## src/rtl/bsg_cam_nr1w_tag_array_lru.sv

```systemverilog
// Fully associative tag CAM with N combinational lookup ports, one allocate port,
// an invalidate-by-tag port, a flush, and true-LRU replacement via an age matrix.
module bsg_cam_nr1w_tag_array_lru #(
  parameter int width_p      = 8,
  parameter int els_p        = 4,
  parameter int read_ports_p = 1,
  parameter int lg_els_lp    = $clog2(els_p)
) (
  input  logic                            clk_i,
  input  logic                            reset_n_i,
  input  logic                            alloc_v_i,
  input  logic [width_p-1:0]              alloc_tag_i,
  output logic                            alloc_ready_o,
  output logic [lg_els_lp-1:0]            alloc_idx_o,
  output logic                            alloc_evict_v_o,
  output logic [width_p-1:0]              alloc_evict_tag_o,
  input  logic                            clr_v_i,
  input  logic [width_p-1:0]              clr_tag_i,
  input  logic                            flush_v_i,
  input  logic [read_ports_p-1:0]         r_v_i,
  input  logic [read_ports_p*width_p-1:0] r_tag_i,
  output logic [read_ports_p*els_p-1:0]   r_match_o,
  output logic [read_ports_p-1:0]         r_hit_o,
  input  logic [lg_els_lp-1:0]            snoop_addr_i,
  output logic                            snoop_v_o,
  output logic [width_p-1:0]              snoop_tag_o,
  output logic [els_p-1:0]                empty_o,
  output logic                            full_o
);

  // r_age[i][j] set: entry i is older than entry j. Diagonal bits are unused.
  logic [els_p-1:0]   r_valid;
  logic [width_p-1:0] r_tag [els_p];
  logic [els_p-1:0]   r_age [els_p];

  logic [read_ports_p*els_p-1:0] w_match;
  logic [els_p-1:0]              w_alloc_match;
  logic [els_p-1:0]              w_clr_match;
  logic [els_p-1:0]              w_row;
  logic [els_p-1:0]              w_age_n [els_p];
  logic                          w_alloc_reuse;
  logic                          w_any_empty;
  logic                          w_xfer;
  logic [lg_els_lp-1:0]          w_reuse_idx;
  logic [lg_els_lp-1:0]          w_empty_idx;
  logic [lg_els_lp-1:0]          w_lru_idx;
  logic [lg_els_lp-1:0]          w_target_idx;

  always_comb begin
    w_match = '0;
    for (int p = 0; p < read_ports_p; p++) begin
      for (int i = 0; i < els_p; i++) begin
        w_match[p*els_p+i] = r_v_i[p] & r_valid[i] &
                             (r_tag[i] == r_tag_i[p*width_p +: width_p]);
      end
    end
  end

  always_comb begin
    r_hit_o = '0;
    for (int p = 0; p < read_ports_p; p++) begin
      r_hit_o[p] = |w_match[p*els_p +: els_p];
    end
  end

  always_comb begin
    w_alloc_match = '0;
    w_clr_match   = '0;
    for (int i = 0; i < els_p; i++) begin
      w_alloc_match[i] = r_valid[i] & (r_tag[i] == alloc_tag_i);
      w_clr_match[i]   = r_valid[i] & (r_tag[i] == clr_tag_i);
    end
  end

  // Descending scan so the lowest qualifying index wins each encoder.
  always_comb begin
    w_reuse_idx = '0;
    w_empty_idx = '0;
    w_lru_idx   = '0;
    w_row       = '0;
    for (int i = els_p - 1; i >= 0; i--) begin
      if (w_alloc_match[i]) w_reuse_idx = lg_els_lp'(i);
      if (!r_valid[i])      w_empty_idx = lg_els_lp'(i);
      w_row    = r_age[i];
      w_row[i] = 1'b1;
      if (&w_row)           w_lru_idx   = lg_els_lp'(i);
    end
  end

  // Allocate handshake: a transfer happens on a cycle where alloc_v_i and
  // alloc_ready_o are both high; ready depends only on flush/clr, never on alloc_v_i.
  assign alloc_ready_o     = ~flush_v_i & ~clr_v_i;
  assign w_xfer            = alloc_v_i & alloc_ready_o;
  assign w_alloc_reuse     = |w_alloc_match;
  assign w_any_empty       = ~&r_valid;
  assign w_target_idx      = w_alloc_reuse ? w_reuse_idx :
                             (w_any_empty ? w_empty_idx : w_lru_idx);
  assign alloc_idx_o       = w_target_idx;
  assign alloc_evict_v_o   = alloc_v_i & ~w_alloc_reuse & ~w_any_empty;
  assign alloc_evict_tag_o = r_tag[w_lru_idx];

  assign r_match_o   = w_match;
  assign snoop_v_o   = r_valid[snoop_addr_i];
  assign snoop_tag_o = r_tag[snoop_addr_i];
  assign empty_o     = ~r_valid;
  assign full_o      = &r_valid;

  // Read hits are applied in port order, then the allocate target, so it ends newest.
  always_comb begin
    w_age_n = r_age;
    for (int p = 0; p < read_ports_p; p++) begin
      for (int k = 0; k < els_p; k++) begin
        if (w_match[p*els_p+k]) begin
          for (int j = 0; j < els_p; j++) begin
            if (j != k) begin
              w_age_n[k][j] = 1'b0;
              w_age_n[j][k] = 1'b1;
            end
          end
        end
      end
    end
    if (w_xfer) begin
      for (int j = 0; j < els_p; j++) begin
        if (j != int'(w_target_idx)) begin
          w_age_n[w_target_idx][j] = 1'b0;
          w_age_n[j][w_target_idx] = 1'b1;
        end
      end
    end
  end

  always_ff @(posedge clk_i) begin
    if (!reset_n_i) begin
      r_valid <= '0;
      for (int i = 0; i < els_p; i++) begin
        for (int j = 0; j < els_p; j++) begin
          r_age[i][j] <= (i < j);
        end
      end
    end else begin
      r_age <= w_age_n;
      if (flush_v_i) begin
        r_valid <= '0;
      end else if (clr_v_i) begin
        r_valid <= r_valid & ~w_clr_match;
      end else if (w_xfer && !w_alloc_reuse) begin
        r_valid[w_target_idx] <= 1'b1;
      end
    end
  end

  always_ff @(posedge clk_i) begin
    if (reset_n_i && w_xfer && !w_alloc_reuse) begin
      r_tag[w_target_idx] <= alloc_tag_i;
    end
  end

  for (genvar gp = 0; gp < read_ports_p; gp++) begin : g_onehot_chk
    always_ff @(posedge clk_i) begin
      if (reset_n_i) begin
        assert ($onehot0(w_match[gp*els_p +: els_p]));
      end
    end
  end

endmodule

```

## config.mk

```make
export PLATFORM = sky130hd
export DESIGN_NAME = bsg_cam_nr1w_tag_array_lru
export DESIGN_NICKNAME = d
export VERILOG_FILES = /design/src/rtl/bsg_cam_nr1w_tag_array_lru.sv
export SDC_FILE = /design/constraint.sdc
export NUM_CORES = 1
export LEC_CHECK = 0
export CORE_UTILIZATION = 45
export DETAILED_ROUTE_END_ITERATION = 6
export GPL_TIMING_DRIVEN = 0
export PLACE_DENSITY_LB_ADDON = 0.15
export SKIP_CTS_REPAIR_TIMING = 1
export SYNTH_ARGS = -nofsm -noshare
export SYNTH_HDL_FRONTEND = slang
export SYNTH_SLANG_ARGS = --single-unit
```

## constraint.sdc

```tcl
create_clock -name clk_i -period 4.18 [get_ports clk_i]
set_input_delay 1.254 -clock clk_i [delete_from_list [all_inputs] [get_ports clk_i]]
set_output_delay 1.254 -clock clk_i [all_outputs]
set_load 0.02 [all_outputs]
```

Word-level counts from Yosys, hierarchy flattened --
Memory sizes are Yosys's and may differ from the RTL's. Index checks and enable logic that the tools add are counted.
Operators by class: bitwise gates (word level) 41, multiplexer cells 56, order comparisons 5, equal/unequal tests 15, reduce and logical (&&, ||, !) cells 16
Operators by type and width (number):
- $mux 16 | 8
- $eq 8x8->1 | 12
- $and 16x16->16 | 4
- $not 16->16 | 4
- $mux 2 | 17
- $demux 4 s2 | 4
- $and 1x1->1 | 20
- $or 4x4->4 | 5
- $mux 1 | 19
- $mux 4 | 3
- $reduce_and 3->1 | 4
- $mux 3 | 3
- $not 4->4 | 2
- $reduce_or 4->1 | 2
- $lt 2x3->1 const B | 2
- $logic_and 1x1->1 | 5
- $and 4x4->4 | 1
- $ne 2x2->1 const A | 2
- $not 1->1 | 4
- $reduce_and 4->1 | 1
- $reduce_bool 2->1 | 2
- $ge 3x3->1 const B | 1
- $lt 3x1->1 const B | 1
- $not 2->3 | 1
- 6 further kinds | 6
Word-level totals: register bits after elaboration 20, memories kept 1, input port bits 32, output and inout port bits 31, memory bits (writable) 32, logic and storage cells 143
Memory list:
- r_tag | words 4, bits a word 8, read ports 6, clocked after Yosys merged registers in 0, wr ports 1, RTL line 33 | logic [width_p-1:0] r_tag [els_p];

Logic depth before layout (Yosys ltp) --
Gate-level depths: netlist of run 1. An unclocked memory read counts as a cell.
depth in word-level cells 30, mapped depth 9, depth with buffers taken out 7

Worst setup path before layout of run 1 --
OpenSTA, ideal clock, no wires.
path type in2out, from input r_tag_i[0], to output r_hit_o, slack 105 ps, data arrival time 2821 ps, required time 2926 ps, path buffers 1, stages on the path 5, cell sequence clkbuf_1 xnor2_1 nand4_1 nor3_1 or4_1
On the way: cells in the longest elaborated chain, start to end 3, elaborated cells on any way between the ends 9, those cells by class eq/ne (4); bitwise (4); reduce/logical (1)
RTL lines:
- start, declared | RTL line 21 | input logic [read_ports_p*width_p-1:0] r_tag_i,
- $eq 8x8->1 | RTL line 54 | (r_tag[i] == r_tag_i[p*width_p +: width_p]);
- $and 1x1->1 | RTL line 53 | w_match[p*els_p+i] = r_v_i[p] & r_valid[i] &
- via r_match_o[0] | RTL line 22 | output logic [read_ports_p*els_p-1:0] r_match_o,
- $reduce_or 4->1 | RTL line 62 | r_hit_o[p] = |w_match[p*els_p +: els_p];
- end, declared | RTL line 23 | output logic [read_ports_p-1:0] r_hit_o,
The timed path passes the listed nets, and every way through them passes these cells.

Final worst setup path of run 1 --
from input alloc_tag_i[2], to output alloc_idx_o[0]
On the way: cells in the longest elaborated chain, start to end 7, elaborated cells on any way between the ends 14, those cells by class eq/ne (4); mux (5); bitwise (4); reduce/logical (1)
RTL lines:
- start, declared | RTL line 12 | input logic [width_p-1:0] alloc_tag_i,
- $eq 8x8->1 | RTL line 70 | w_alloc_match[i] = r_valid[i] & (r_tag[i] == alloc_tag_i);
- $and 1x1->1 | RTL line 70
- $mux 2 (4 in a row) | RTL line 82 | if (w_alloc_match[i]) w_reuse_idx = lg_els_lp'(i);
- $mux 2 (*) | RTL line 96 | assign w_target_idx = w_alloc_reuse ? w_reuse_idx :
- end, declared | RTL line 14 | output logic [lg_els_lp-1:0] alloc_idx_o,
Every way passes the cells marked *; elsewhere a longest branch is shown, timed or not.

==> flow_summary.yaml, run 1 <==
power_and_ir_drop:
  p_comb_share_pct: 17.4
  p_leak_uw: 0.00174
  powerDensity_mw_per_mm2: 224
  p_seq_share_pct: 53.6
  p_int_uw: 708
  swShare_pct: 26.9
  pwr-share-clk_pct: 29.1
  p_switching_uw: 261
  max-vdd-ir-drop_uv: 168
timing:
  max_freq_mhz: 241
  timing.slew.headroom_pct: 49.5
  hold_slack_ns: 0.571
  tightest_slew_ns: 0.755
  setup_ws_ns: 0.0272
  setup_viol: 0
  slew_violations: 0
  skew_ns: 0.0134
  hold_viol_final: 0
  rsz0062_at_grt: "yes"
  period_share_pct: 99.3
  post-route-min-period_ns: 4.15
final_layout:
  final_cells: 500
  layout.cells.most_common: "xor2_1"
  fin_nets: 432
  stdcell_area_mm2: 0.00433
  layout_common_cells: "xor2_1, xnor2_1, clkdlybuf4s50_1"
  diodes: 0
  area_growth_pct: 29.1
  drive_above_1_share_pct: 15.7
logic_synthesis:
  synthFlopType: "edfxtp_1"
  ys_ff_latch: 48
  netlist_area_mm2: 0.00335
  avgSynthCellArea_um2: 10.4
  syn_inst: 321
  synth-seq-area-share_pct: 38.2
  synth_edf_count: 32
  synthesis.nets: 353
  ys_warn_count: 0
  async_flop_share_pct: 0
  yosysUniqueCellTypes: 46
min_path:
  holdCritPathClass: "reg -> reg"
placed_design:
  io_buffers: 58
  dpl_cell_area_mm2: 0.00406
  dp.cells: 478
  hpwlAfterDp_um: 7540
  gp_congestion: 0.879
  pre_cts_ws_ns: -1.21
worst_setup_path:
  cp_slowest_stage_delay_ns: 0.26
  worstPathMaxFanout: 10
  cp-start-kind: "input port"
  worst_setup_path_end_kind: "output port"
  crit_chain: "buf_4, xor2_1, nor4_2, nand4_1, a21boi_2, o21bai_2, buf_6, inv_1, buf_2"
  crit_required_ns: 2.93
  cpMaxStageDelayCell: "nor4_2"
  crit_type: "in -> out"
  arrival_ns: 2.90
global_route:
  grtUsageTotal_pct: 26.0
  grt_max_degree: 16
  grt_pass1_wl_um: 14800
  antenna_found_initial: 0
  gr-total-overflow: 0
  grt_pass1_vias: 2736
cts:
  clk_pin_slew_ns: 0.09
  cts_tree: "done"
  cts_buffer_depth: 2
  cts_sinks: 48
  cts-root-buf: "clkbuf_8"
  htree_levels: 2
  clk_latency_ns: 0.31
  cts_made_buffers: 5
die:
  die_area_mm2: 0.00780
  die_h_um: 88.3
  die_w_um: 88.3
  core_area_mm2: 0.00721
  ios: 63
  start_util_pct: 46.5
  rows: 31
route:
  drtAntennaViolNets: 0
  vias: 2924
  wl_per_cell_um: 20.3
  drt_pass1_iterations: 5
  drc: 0
  drtIter0Drc: 203
  vias_per_cell: 5.85
  wirelength_um: 10100
status:
  status: "finished, final reports clean"
job:
  drv_cap: 0
[worst max-delay path: cells and delay by family]
kind                   cells  cell delay, ns
AO/OA/AOI/OAI              2            0.47
AND/OR/NAND/NOR            2            0.44
buffers and inverters      4            0.57
XOR/XNOR                   1            0.16
[path summary, 6_finish.rpt]
check | startpoint | end | slack [ns] | cells past startpoint
worst max-delay path | alloc_tag_i[2] | alloc_idx_o[0] | 0.03 | 9
worst max register to register | r_tag[2][3]$_DFFE_PP_ | r_tag[0][1]$_DFFE_PP_ | 1.14 | 8
worst min-delay path | r_age[10]$_SDFF_PN1_ | r_age[10]$_SDFF_PN1_ | 0.57 | 2
worst min register to register | r_age[10]$_SDFF_PN1_ | r_age[10]$_SDFF_PN1_ | 0.57 | 2
[sequential cells by signal (all words and copies together) (netlist names)]
register and flops:
r_tag 32, r_age 12, r_valid 4
[area by class of cell]
cell class	count	area (µm²)
Fill cell	622	2890
Clock inverter	3	18.8
Timing Repair Buffer	72	682
Sequential cell	48	1280
Buffer	9	51.3
Inverter	10	37.5
Multi-Input combinational cell	254	2070
Tap cell	99	124
Clock buffer	5	68.8
[power groups by stage]
stage	Sequential, µW	Clock [µW]	Combinational (µW)
floorplan	526	0	88.5
global placement	529	0	164
detailed placement	529	0	165
CTS	519	285	166
global route	520	306	181
finish	519	282	168
[metrics by stage]
step / utilization, % / total power (µW) / setup TNS (ns)
4_1_cts: 57.5 / 970 / -6.78
5_1_grt: 60.0 / 1010 / -0.0972
6_report: 60.0 / 969 / 0
3_3_place_gp: 56.2 / 693 / -13.55
3_5_place_dp: 56.2 / 695 / -15.11
2_1_floorplan: - / 615 / 0
[synth_stat cells (3+ instances only)]
cell | instances | area [µm²]
nand4_1 | 8 | 50.1
nand3_1 | 18 | 90.1
xor2_1 | 54 | 473
nor3_1 | 8 | 40.0
nor4_2 | 3 | 37.5
o21ai_1 | 6 | 30.0
dfxtp_1 | 16 | 320
o41ai_1 | 4 | 35.0
inv_1 | 10 | 37.5
a21oi_1 | 15 | 75.1
xnor2_1 | 42 | 368
edfxtp_1 | 32 | 961
mux2i_1 | 8 | 80.1
nand2_1 | 8 | 30.0
o21ai_0 | 6 | 30.0
o21a_1 | 6 | 45.0
nor4_1 | 8 | 50.1
mux4_2 | 9 | 203
o22ai_1 | 8 | 50.1
and3_1 | 3 | 18.8
nor2_1 | 12 | 45.0
clkbuf_1 | 7 | 26.3
[routing by layer]
metal  global-route usage [%]  vias up  part of all wire [%]
li1                         -     1349                     -
met1                     38.4     1427                    45
met2                     40.7      133                    46
met3                     3.36       15                   6.9
met4                     6.30        0                   1.9
met5                        0        -                     0
[cell families after synthesis]
logic type                share of synthesized area [%]
and+or+nand+nor                                    13.5
muxes                                              8.43
xor gates and xnor gates                           25.1
buffers and inverters                              2.39
DFF                                                38.2
AOI/OAI and AO/OA                                  12.4
Note: power is estimated with default switching activity, not from simulation.
==> run 2: changes to the inputs <==
--- a/config.mk
+++ b/config.mk
@@ -9,6 +9,7 @@
 export DETAILED_ROUTE_END_ITERATION = 6
 export GPL_TIMING_DRIVEN = 0
 export PLACE_DENSITY_LB_ADDON = 0.15
+export SETUP_SLACK_MARGIN = 0.5
 export SKIP_CTS_REPAIR_TIMING = 1
 export SYNTH_ARGS = -nofsm -noshare
 export SYNTH_HDL_FRONTEND = slang
==> run 2 against run 1 <==
Cell count rose by 3.6%. Non-clock buffer count rose by 18. Global-route usage rose by 0.90 points. Utilization increased by 5.8 points. Largest cell class unchanged. Largest power group unchanged. Hold slack lost 0.0036 ns. Maximum frequency up 1.7%.
==> flow_summary.yaml, run 2 (same netlist as run 1, synthesis figures left out) <==
global_route:
  met2_usage_pct: 40.8
  grt_pass1_vias: 2664
  grt_max_degree: 16
  grt_busiest_layer: "met2"
  gr-total-overflow: 0
  grtUsageMet3_pct: 3.08
  antenna_found_initial: 0
  grtUsageTotal_pct: 26.9
  use_met1_pct: 40.2
  grt_pass1_wl_um: 15200
timing:
  skew_ns: 0.0128
  period_share_pct: 97.7
  setup_viol: 0
  hold_viol_final: 0
  post-route-min-period_ns: 4.09
  slew_violations: 0
  fin_setup_tns_ns: 0
  timing.slew.headroom_pct: 55.0
  setup_ws_ns: 0.0947
  tightest_slew_ns: 0.666
  max_freq_mhz: 245
  rsz0062_at_grt: "yes"
  hold_slack_ns: 0.567
power_and_ir_drop:
  p_comb_share_pct: 17.5
  pwr-share-clk_pct: 34.8
  report.power.total_uw: 1090
  swShare_pct: 24.5
  p_switching_uw: 267
  powerDensity_mw_per_mm2: 229
  p_leak_uw: 0.00196
  max-vdd-ir-drop_uv: 189
  p_int_uw: 822
  p_seq_share_pct: 47.7
die:
  die_h_um: 88.3
  core_area_mm2: 0.00721
  die_area_mm2: 0.00780
  rows: 31
  ios: 63
  die_w_um: 88.3
  start_util_pct: 46.5
final_layout:
  drive_above_1_share_pct: 28.6
  layout_common_cells: "xor2_1, buf_4, edfxtp_1"
  fin_nets: 450
  area_growth_pct: 41.6
  diodes: 0
  final_util_pct: 65.8
  top_register: "r_tag"
  top_regs: "r_tag: 32 flops, r_age: 12 flops, r_valid: 4 flops"
  largest_reg_flops: 32
  layout.cells.most_common: "xor2_1"
cts:
  htree_levels: 2
  clk_pin_slew_ns: 0.09
  cts_tree: "done"
  cts_sinks: 48
  cts_made_buffers: 5
  clk_latency_ns: 0.31
  cts-root-buf: "clkbuf_8"
  cts_buffer_depth: 2
route:
  drtAntennaViolNets: 0
  drtIter0Drc: 356
  vias_per_cell: 5.86
  wl_per_cell_um: 20.8
  drc: 0
  wirelength_um: 10800
  vias: 3038
  drt_pass1_iterations: 5
worst_setup_path:
  worstPathMaxFanout: 7
  arrival_ns: 2.83
  cp-start-kind: "input port"
  cpMaxStageDelayCell: "nor4_2"
  crit_type: "in -> out"
  worst_setup_path_end_kind: "output port"
  crit_chain: "buf_12, xor2_2, nor4_2, nand4_1, buf_4, a21boi_4, o21bai_4, buf_8, clkinv_4, buf_6"
  critPathTopFamily: "buffers and inverters"
  crit_buf_inv: 5
  cp_slowest_stage_delay_ns: 0.33
  crit_required_ns: 2.93
placed_design:
  pre_cts_ws_ns: -1.11
  hpwlAfterDp_um: 7630
  io_buffers: 58
  gp_congestion: 0.927
job:
  drv_cap: 0
status:
  status: "finished, final reports clean"
min_path:
  holdCritPathClass: "reg -> reg"
==> run 2: area by class of cell <==
type	instances	area (µm²)
Tap cell	99	124
Clock buffer	7	97.6
Inverter	10	45.0
Fill cell	580	2470
Multi-Input combinational cell	254	2240
Sequential cell	48	1280
Clock inverter	1	30.0
Buffer	9	66.3
Timing Repair Buffer	90	860
==> run 2: worst paths after layout <==
| path | start | endpoint | slack (ns) | cells past startpoint |
|---|---|---|---|---|
| worst max register to register | r_tag[2][7]$_DFFE_PP_ | r_tag[1][5]$_DFFE_PP_ | 1.08 | 9 |
| worst min register to register | r_age[7]$_SDFF_PN1_ | r_age[7]$_SDFF_PN1_ | 0.57 | 2 |
| worst min-delay path | r_age[7]$_SDFF_PN1_ | r_age[7]$_SDFF_PN1_ | 0.57 | 2 |
| worst max-delay path | alloc_tag_i[5] | alloc_idx_o[0] | 0.09 | 10 |
==> run 2: worst register-to-register path, cell delays in order (launching register included) <==
cell and delay [ns]:
edfxtp_1 0.54, xor2_1 0.24, nor3_1 0.08, nand4_1 0.19, buf_4 0.16, nand2_4 0.05
buf_4 0.13, nor4_2 0.55, nand3b_1 0.24, nor2_1 0.56
==> run 2: layer usage <==
metal  vias to the layer above  part of all wire, %  wire length, µm
met5                         -                    0                0
met4                         0                  2.7              293
met3                        26                  6.4              685
met2                       141                   47             5060
met1                      1495                   44             4740
li1                       1376                    -                -
==> run 2: power groups by stage <==
stage / Clock (µW) / Sequential [µW] / Combinational (µW)
global route: 409 / 519 / 204
CTS: 387 / 518 / 168
floorplan: 0 / 526 / 89.6
global placement: 0 / 529 / 164
finish: 379 / 519 / 191
detailed placement: 0 / 529 / 167
==> run 2: metrics by stage <==
| stage | cell area (µm²) | std cells |
|---|---|---|
| after floorplan | 3380 | 321 |
| after global placement | 4090 | 478 |
| after detailed placement | 4090 | 478 |
| after CTS | 4220 | 486 |
| after global routing | 4750 | 518 |
| final | 4750 | 518 |
==> run 3: changes to the inputs <==
--- a/config.mk
+++ b/config.mk
@@ -7,6 +7,7 @@
 export LEC_CHECK = 0
 export CORE_UTILIZATION = 45
 export DETAILED_ROUTE_END_ITERATION = 6
+export GPL_ROUTABILITY_DRIVEN = 0
 export GPL_TIMING_DRIVEN = 0
 export PLACE_DENSITY_LB_ADDON = 0.15
 export SETUP_SLACK_MARGIN = 0.5
==> run 3 against run 2 <==
Sequential cell count unchanged. Global-route usage down 1.7 points. Maximum frequency grew 0.90%. Clock skew shrank 0.0083 ns. Total power fell by 8.0%. Via count shrank 3.5%. Die area unchanged. Critical path depth is 1 lower. Non-clock buffer count down 5. Wire length shrank 5.5%. Critical path type unchanged.
==> flow_summary.yaml, run 3 (same netlist as run 1, synthesis figures left out) <==
route:
  drtAntennaViolNets: 0
  vias: 2931
  drt_pass1_iterations: 5
  wl_per_cell_um: 19.9
  drc: 0
  wirelength_um: 10200
  vias_per_cell: 5.71
  drtIter0Drc: 232
final_layout:
  stdcell_area_mm2: 0.00463
  final_cells: 513
  top_regs: "r_tag: 32 flops, r_age: 12 flops, r_valid: 4 flops"
  multi_input_area_mm2: 0.00220
  seqCellArea_mm2: 0.00128
  largest_reg_flops: 32
  layout.cells.most_common: "xor2_1"
  fill_cells: 582
  top_register: "r_tag"
  final_util_pct: 64.1
  diodes: 0
  fin_nets: 445
  area_growth_pct: 37.9
  layout_common_cells: "xor2_1, xnor2_1, edfxtp_1"
  drive_above_1_share_pct: 25.6
die:
  die_area_mm2: 0.00780
  start_util_pct: 46.5
  die_h_um: 88.3
  core_area_mm2: 0.00721
  rows: 31
  ios: 63
  die_w_um: 88.3
timing:
  skew_ns: 0.00449
  timing.slew.headroom_pct: 53.4
  hold_slack_ns: 0.579
  setup_viol: 0
  post-route-min-period_ns: 4.05
  period_share_pct: 96.9
  rsz0062_at_grt: "yes"
  max_freq_mhz: 247
  hold_viol_final: 0
  slew_violations: 0
  tightest_slew_ns: 0.697
worst_setup_path:
  worst_setup_path_end_kind: "output port"
  crit_chain: "buf_2, xor2_1, nor4_1, nand4_1, a21boi_4, o21bai_4, buf_8, inv_6, buf_2"
  cp-start-kind: "input port"
  cp_slowest_stage_delay_ns: 0.29
  crit_top_cell: "buf_2"
  crit_required_ns: 2.93
  worstPathMaxFanout: 8
  crit_type: "in -> out"
  cpMaxStageDelayCell: "nor4_1"
  arrival_ns: 2.79
placed_design:
  io_buffers: 58
  hpwlAfterDp_um: 7550
  dp.cells: 478
  dpl_cell_area_mm2: 0.00409
power_and_ir_drop:
  report.power.total_uw: 1000
  p_leak_uw: 0.00189
  powerDensity_mw_per_mm2: 216
  max-vdd-ir-drop_uv: 183
cts:
  clk_latency_ns: 0.30
  clk_pin_slew_ns: 0.09
  cts_made_buffers: 5
  cts-root-buf: "clkbuf_8"
  htree_levels: 2
  cts_sinks: 48
  cts_buffer_depth: 2
  cts_tree: "done"
job:
  drv_cap: 0
global_route:
  grt_pass1_vias: 2615
  gr-total-overflow: 0
  antenna_found_initial: 0
  grt_pass1_wl_um: 14400
  grt_max_degree: 16
  grtUsageTotal_pct: 25.2
min_path:
  holdCritPathClass: "reg -> reg"
status:
  status: "finished, final reports clean"
[run 3: changes by cell type in the layout (fill, tap and decap cells not counted), sizes merged]
cell / before / now
buf: 56 / 47
bufinv: 1 / 0
clkbuf: 13 / 16
clkinv: 1 / 0
clkinvlp: 0 / 1
inv: 9 / 11
[run 3: final timing paths]
path	start	endpoint	slack, ns	cells after the start
min reg2reg	r_age[7]$_SDFF_PN1_	r_age[7]$_SDFF_PN1_	0.58	2
min	r_age[7]$_SDFF_PN1_	r_age[7]$_SDFF_PN1_	0.58	2
max reg2reg	r_tag[3][2]$_DFFE_PP_	r_tag[1][0]$_DFFE_PP_	1.13	9
max	alloc_tag_i[4]	alloc_idx_o[0]	0.13	9
[run 3: cell type report]
class	count	share of cell area, %
Multi-Input combinational cell	254	47.6
Inverter	10	0.974
Sequential cell	48	27.7
Clock buffer	6	1.79
Clock inverter	2	0.298
Timing Repair Buffer	85	17.5
Buffer	9	1.49
Tap cell	99	2.68
[run 3: power breakdown]
| part | leakage (µW) | switching, µW | internal, µW |
|---|---|---|---|
| Combinational | 0.00143 | 93.7 | 94.0 |
| Clock | 0.0000477 | 160 | 135 |
| Sequential | 0.000418 | 7.56 | 511 |
[run 3: worst max-delay path: cells and delay by family]
family,cells,cell delay (ns)
buf+inv,4,0.48
simple gates,2,0.48
compound gates,2,0.42
xor+xnor,1,0.16
[run 3: per-stage QoR]
stage,TNS (ns),setup slack (ns)
floorplan,0,0.458
global placement,-9.51,-1.09
detailed placement,-11.63,-1.14
CTS,-5.73,-1.14
global route,0,0.0289
finish,0,0.131
[run 3: routing by layer]
metal	share of wire [%]	GRT usage, %
met3	6.7	2.71
met5	0	0
met1	45	38.5
met2	46	38.8
met4	1.5	4.99
